## src/rtl/fifo_record_sequencer_if.sv

```systemverilog
// Record handshake bundle between the FIFO, the sequencer and the consumer.
//   fifo_empty   : FIFO holds less than one full record
//   fifo_data    : record at the FIFO read position (combinational)
//   fifo_read_en : dequeue strobe to the FIFO
//   rec_valid    : rec_data holds an undelivered record
//   rec_data     : registered record presented to the consumer
//   rec_ready    : consumer accepts rec_data this cycle
// master = sequencer side, slave = FIFO/consumer side.
interface fifo_record_sequencer_if #(
  parameter int unsigned WordSize    = 8,
  parameter int unsigned RecordWords = 16
);
  localparam int unsigned RecordSizeBits = WordSize * RecordWords;

  logic                      fifo_empty;
  logic [RecordSizeBits-1:0] fifo_data;
  logic                      fifo_read_en;
  logic                      rec_valid;
  logic [RecordSizeBits-1:0] rec_data;
  logic                      rec_ready;

  modport master (
    input  fifo_empty, fifo_data, rec_ready,
    output fifo_read_en, rec_valid, rec_data
  );

  modport slave (
    output fifo_empty, fifo_data, rec_ready,
    input  fifo_read_en, rec_valid, rec_data
  );
endinterface

```

## src/rtl/fifo_record_sequencer.sv

```systemverilog
// Pulls whole records out of a FIFO and presents them one at a time to a
// consumer with a valid/ready handshake; back-to-back delivery without
// bubbles. Also keeps saturating statistics counters.
//   clk          : single clock, rising edge
//   reset        : synchronous, active-high
//   enable       : allows new records to be fetched
//   bus          : record handshake bundle (master side)
//   busy         : high while a record is held
//   rec_count    : records delivered since reset (saturating)
//   starve_count : cycles the consumer could take a record but the FIFO was
//                  empty, counted only after the first delivery (saturating)
module fifo_record_sequencer #(
  parameter int unsigned WordSize    = 8,
  parameter int unsigned RecordWords = 16,
  parameter int unsigned CountWidth  = 16
) (
  input  logic                          clk,
  input  logic                          reset,
  input  logic                          enable,
  fifo_record_sequencer_if.master       bus,
  output logic                          busy,
  output logic [CountWidth-1:0]         rec_count,
  output logic [CountWidth-1:0]         starve_count
);
  localparam int unsigned RecordSizeBits = WordSize * RecordWords;

  typedef enum logic {
    IDLE    = 1'b0,
    PRESENT = 1'b1
  } state_t;

  state_t                    state_q;
  state_t                    state_d;
  logic [RecordSizeBits-1:0] rec_data_q;
  logic [CountWidth-1:0]     rec_count_q;
  logic [CountWidth-1:0]     starve_count_q;
  logic                      take;
  logic                      deliver;
  logic                      starve;
  logic                      slot_free;

  always_comb begin
    state_d   = state_q;
    slot_free = (state_q == IDLE) || bus.rec_ready;
    // reset gates the strobe so a reset cycle never consumes a FIFO word
    take      = enable && !bus.fifo_empty && !reset && slot_free;
    deliver   = (state_q == PRESENT) && bus.rec_ready;
    starve    = enable && bus.fifo_empty && (rec_count_q != '0) && slot_free;
    if (take) begin
      state_d = PRESENT;
    end else if (deliver) begin
      state_d = IDLE;
    end
  end

  always_ff @(posedge clk) begin
    if (reset) begin
      state_q        <= IDLE;
      rec_data_q     <= '0;
      rec_count_q    <= '0;
      starve_count_q <= '0;
    end else begin
      state_q <= state_d;
      if (take) begin
        rec_data_q <= bus.fifo_data;
      end
      if (deliver && (rec_count_q != '1)) begin
        rec_count_q <= rec_count_q + 1'b1;
      end
      if (starve && (starve_count_q != '1)) begin
        starve_count_q <= starve_count_q + 1'b1;
      end
    end
  end

  assign bus.fifo_read_en = take;
  assign bus.rec_valid    = (state_q == PRESENT);
  assign bus.rec_data     = rec_data_q;
  assign busy             = (state_q == PRESENT);
  assign rec_count        = rec_count_q;
  assign starve_count     = starve_count_q;
endmodule
```

## src/flat_wrapper.sv

```systemverilog
// flat-port wrapper written by rule: the top's interface ports become plain ports
module fifo_record_sequencer_flat 
#(
  parameter int unsigned WordSize    = 8,
  parameter int unsigned RecordWords = 16,
  parameter int unsigned CountWidth  = 16
)
  (clk, reset, enable, busy, rec_count, starve_count, bus_fifo_empty, bus_fifo_data, bus_rec_ready, bus_fifo_read_en, bus_rec_valid, bus_rec_data);
  fifo_record_sequencer_if #(.WordSize(WordSize), .RecordWords(RecordWords)) bus_i ();
  input  logic clk;
  input  logic reset;
  input  logic enable;
  output logic busy;
  output logic [CountWidth-1:0] rec_count;
  output logic [CountWidth-1:0] starve_count;
  input wire logic [$bits(bus_i.fifo_empty)-1:0] bus_fifo_empty;
  input wire logic [$bits(bus_i.fifo_data)-1:0] bus_fifo_data;
  input wire logic [$bits(bus_i.rec_ready)-1:0] bus_rec_ready;
  output wire logic [$bits(bus_i.fifo_read_en)-1:0] bus_fifo_read_en;
  output wire logic [$bits(bus_i.rec_valid)-1:0] bus_rec_valid;
  output wire logic [$bits(bus_i.rec_data)-1:0] bus_rec_data;
  assign bus_i.fifo_empty = bus_fifo_empty;
  assign bus_i.fifo_data = bus_fifo_data;
  assign bus_i.rec_ready = bus_rec_ready;
  assign bus_fifo_read_en = bus_i.fifo_read_en;
  assign bus_rec_valid = bus_i.rec_valid;
  assign bus_rec_data = bus_i.rec_data;
  fifo_record_sequencer #(.WordSize(WordSize), .RecordWords(RecordWords), .CountWidth(CountWidth)) u_core (.clk(clk), .reset(reset), .enable(enable), .bus(bus_i), .busy(busy), .rec_count(rec_count), .starve_count(starve_count));
endmodule
```

## config.mk

```make
export PLATFORM = sky130hd
export DESIGN_NAME = fifo_record_sequencer_flat
export DESIGN_NICKNAME = d
export VERILOG_FILES = /design/src/rtl/fifo_record_sequencer_if.sv /design/src/rtl/fifo_record_sequencer.sv /design/src/flat_wrapper.sv
export SDC_FILE = /design/constraint.sdc
export NUM_CORES = 1
export LEC_CHECK = 0
export ABC_AREA = 1
export CORE_MARGIN = 2
export CORE_UTILIZATION = 45
export CTS_CLUSTER_DIAMETER = 150
export DETAILED_ROUTE_END_ITERATION = 8
export GPL_TIMING_DRIVEN = 0
export PLACE_DENSITY = 0.86
export SYNTH_ARGS = -nofsm -noshare
export SYNTH_HDL_FRONTEND = slang
export SYNTH_SLANG_ARGS = --single-unit
```

## constraint.sdc

```tcl
create_clock -name clk -period 2.9 [get_ports clk]
set_input_delay 0.58 -clock clk [delete_from_list [all_inputs] [get_ports clk]]
set_output_delay 0.58 -clock clk [all_outputs]
set_load 0.02 [all_outputs]
```

* Word-level counts from Yosys, hierarchy flattened *
Cells that the tools add are included.
Widths: inputs -> output; s select.

operators by class
  add/sub/neg operators = 2
  eq/ne operators = 2
  muxes and demuxes = 2
  bitwise operators = 1
  reduce and logical (&&, ||, !) cells = 14

operators with widths
  kind                   count
  $add 16x1->16 const B  2
  $ne 16x16->1 const B   2
  $reduce_bool 16->1     1
  $logic_and 1x1->1      9
  $logic_not 1->1        2
  $mux 1                 2
  $reduce_bool 2->1      1
  $logic_or 1x1->1       1
  $not 1->1              1

word-level totals
  register bits after elaboration = 161
  bits of input ports = 133
  word-level logic and storage cells = 25

* Longest topological paths before layout *
  word-level depth = 5
  gate-level depth with buffers = 10

* Worst setup path after synthesis *
No wires, ideal clock.

  path type = in2out
  start point = input reset
  end point = output bus_fifo_read_en
  arrival = 1.268 ns
  data required time = 2.320 ns
  slack = 1.052 ns
  cell stages on the path = 5
  buffers on the path = 2
  cell sequence = buf_4 > inv_2 > nand3_2 > inv_1 > buf_2

between the ends
  longest elaborated chain between the ends = 3

ends and longest elaborated chain
  what                             RTL line                     RTL
  from (decl)                      flat_wrapper.sv:11           input logic reset;
  $logic_not 1->1                  fifo_record_sequencer.sv:46  take = enable && !bus.fifo_empty && !reset && slot_free;
  $logic_and 1x1->1 (2 in series)  fifo_record_sequencer.sv:46
  to (decl)                        flat_wrapper.sv:19           output wire logic [$bits(bus_i.fifo_read_en)-1:0] bus_fifo_read_en;

No other way between the ends.

* Worst setup path in the final report *
  start point = input enable
  end point = output bus_fifo_read_en

between the ends
  longest elaborated chain between the ends = 3

ends and longest elaborated chain
  what                             RTL line                     RTL
  from (decl)                      flat_wrapper.sv:12           input logic enable;
  $logic_and 1x1->1 (3 in series)  fifo_record_sequencer.sv:46

No other way between the ends.

==> run summary <==
Status -> finished clean
Sw Share -> 23.3%
Die Wd -> 123 µm
Seq/Total Area, Yosys -> 50.2%
H-tree Lvls -> 4
Clk_skew -> 0.00571 ns
Req. time, crit path -> 2.32 ns
Period utilization -> 94.4%
Worst VDD drop -> 0.000387 V
Most frequent cell after synthesis -> nor2_1
Yosys top cell by area -> dfxtp_1
Gr busiest metal -> met2
Clock Power Share -> 44.8%
Die Y -> 123 µm
CP Max Fanout -> 10
WS Path Type -> input port to output port
# setup viols final -> 0
Internal power -> 4340 µW
Syn nets -> 1,009
Syn avg cell area -> 7.35 µm²
Worst r2r src -> u_core.starve_count[1]$_SDFFE_PP0P_
Core Region -> 13,900 µm²
PwrDens -> 552 nW/µm²
Worst path arrival time -> 2.16 ns
Gpl congestion -> 0.922
NetSw -> 1320 µW
Worst Setup Start Kind -> input port
Fin. Hold Viols -> 0
Final net count -> 1,322
Worst Hold End -> u_core.rec_count[4]$_SDFFE_PP0P_
Post-CTS Resized -> 1
CP startpoint -> enable
Number of global-route vias before repair -> 6,411
Power, Total -> 5660 µW
Hold-fix buffers at CTS -> 0
Final Util -> 73.6%
Fraction of layout instances using a drive strength above 1 -> 5.92%
DRT iter0 DRCs -> 417
Sequential share of power -> 41.6%
Tot GR Track Use -> 28.3%
Register-to-register setup slack -> 1.18 ns
Commonest register cell after synthesis -> dfxtp_1
I/O Pins -> 296
Port bufs -> 294
Flops & latches, synth -> 161
Critical path capture point type -> output port
Initial core utilization -> 46.1%
Max Slew Vio Count -> 0
Worst min-delay path startpoint -> reset
RSZ-0062 raised after global routing -> false
Grt total ovfl -> 0
Cells after synthesis -> 873
TritonCTS Buffers -> 17
Synth cell types -> 26
Area delta synth->final -> 59.7%
DRC -> 0
Worst-Margin Slew -> 0.584 ns
Top cell type's share of synthesized area -> 50.2%
Met1 GRT Util -> 30.6%
CTS Sinks -> 161
List of most frequent post-synthesis cells -> nor2_1, dfxtp_1, o21ai_0
Maxcap violations -> 0
Fmax -> 0.365 GHz
Synth Warn # -> 0
Rel. slew slack -> 61.0%
Setup Buffers After CTS -> 0
Initial antenna violation count -> 1
Critical R2R Capture -> u_core.starve_count[5]$_SDFFE_PP0P_
Met3 Use GR -> 11.2%
Ys async rst share -> 0%
Root Buffer -> clkbuf_16
Max clock buf depth -> 2
Drt wl/cell -> 15.8 µm
First-pass GRT wire length -> 32,500 µm
Synth area leaders -> dfxtp_1, nor2_1, o21ai_0
Cells on Worst Hold Path -> 2
DPL Wire Length -> 16,000 µm
Filler cells -> 1,096
Post-synth EDFFs -> 0
DR vias/cell -> 4.96
Clk slew on worst S/H paths -> 0.06 ns
Routed Antenna Nets -> 0
Worst R2R Path Depth -> 9
Min cycle time layout -> 2.74 ns
Leak Pwr -> 0.00379 µW
Logic pwr share -> 13.6%
Routed WL -> 21,800 µm
Global-route met2 utilization -> 47.0%
DRT Pass-1 Iters -> 5
CTS tree -> yes
Worst min-delay path category -> input port to register
# rows -> 43
Largest net degree at the start of global routing -> 17
Die footprint -> 15,200 µm²
Routed via count -> 6,844
Mapped cell area -> 6420 µm²
Worst-Skew Late Latency -> 0.43 ns
final cells by class:
class | instances | area, µm² | area share (%)
multi-input cells | 635 | 2820 | 27.5
clock buffers | 22 | 454 | 4.43
flip-flops and latches | 161 | 3220 | 31.4
clock inverters | 10 | 206 | 2.01
plain buffers | 50 | 279 | 2.72
repair buffers | 294 | 2940 | 28.7
inverters | 27 | 101 | 0.989
diodes | 1 | 2.50 | 0.0244
well taps | 180 | 225 | 2.20
power groups by stage:
stage	combinational [µW]	clock, µW	sequential [µW]
finish	770	2540	2360
global route	830	2650	2360
CTS	774	2550	2350
detailed placement	763	0	2400
global placement	756	0	2400
floorplan	212	0	2510
how the worst max path moves through the flow:
stage | to | slack (ns) | cells after the start
after floorplan | bus_fifo_read_en | 1.05 | 5
final | bus_fifo_read_en | 0.16 | 7
after global routing | bus_fifo_read_en | 0.05 | 7
after CTS | bus_fifo_read_en | 0.18 | 7
after global placement | bus_fifo_read_en | -0.07 | 7
after detailed placement | bus_fifo_read_en | -0.09 | 7
metrics by stage:
stage	area (µm²)	std cells	setup WS [ns]	hold WS, ns	TNS (ns)
2_1_floorplan	6420	873	1.05	0.560	0
3_3_place_gp	9590	1347	-0.0680	0.461	-0.0680
3_5_place_dp	9590	1347	-0.0921	0.471	-0.0921
4_1_cts	10200	1379	0.184	0.395	0
5_1_grt	10200	1379	0.0455	0.393	0
6_report	10200	1380	0.162	0.406	0
sequential cells by signal, indices dropped and copies added, names as in the netlist:
| signal | count |
|---|---|
| u_core.bus.rec_valid | 1 |
| u_core.rec_count | 16 |
| u_core.starve_count | 16 |
| u_core.bus.rec_data | 128 |
cells in the final DEF (no fill, tap or decap), drive strengths merged:
master and count:
bufinv 6, dfxtp 161, buf 22, xor2 9
o21bai 1, clkdlybuf4s50 293, nand3 21, a21oi 29
clkinvlp 1, ha 3, a21boi 1, nor2 310
clkbuf 50, clkinv 3, xnor2 6, dlygate4sd2 1
o21ai 136, nor3 1, inv 27, diode 1
nand4 6, nand2 112
worst max-delay path: stages:
cell and delay [ns]:
clkdlybuf4s50_1 0.48, inv_1 0.04, nor2_1 0.21, nand3_2 0.14, inv_1 0.12, buf_2 0.23, dlygate4sd2_1 0.36
routing by layer:
layer | routed length, µm | share of wire [%] | up-vias
li1 | - | - | 3404
met1 | 8030 | 37 | 3085
met5 | 0 | 0 | -
met4 | 997 | 4.6 | 0
met3 | 2060 | 9.4 | 64
met2 | 10700 | 49 | 291
cells by family (layout without fill, tap and decap cells):
logic type / count (synthesis) / after routing / share of synthesized area, %
flip-flops: 161 / 161 / 50.2
XOR/XNOR: 15 / 15 / 2.05
AND/OR/NAND/NOR: 450 / 450 / 27.6
AO/OA/AOI/OAI: 167 / 167 / 13.7
adder cells (fa/ha/maj): 3 / 3 / 0.585
buffers and inverters: 77 / 403 / 5.92
other: 0 / 1 / 0
(Power assumes the default switching activity.)
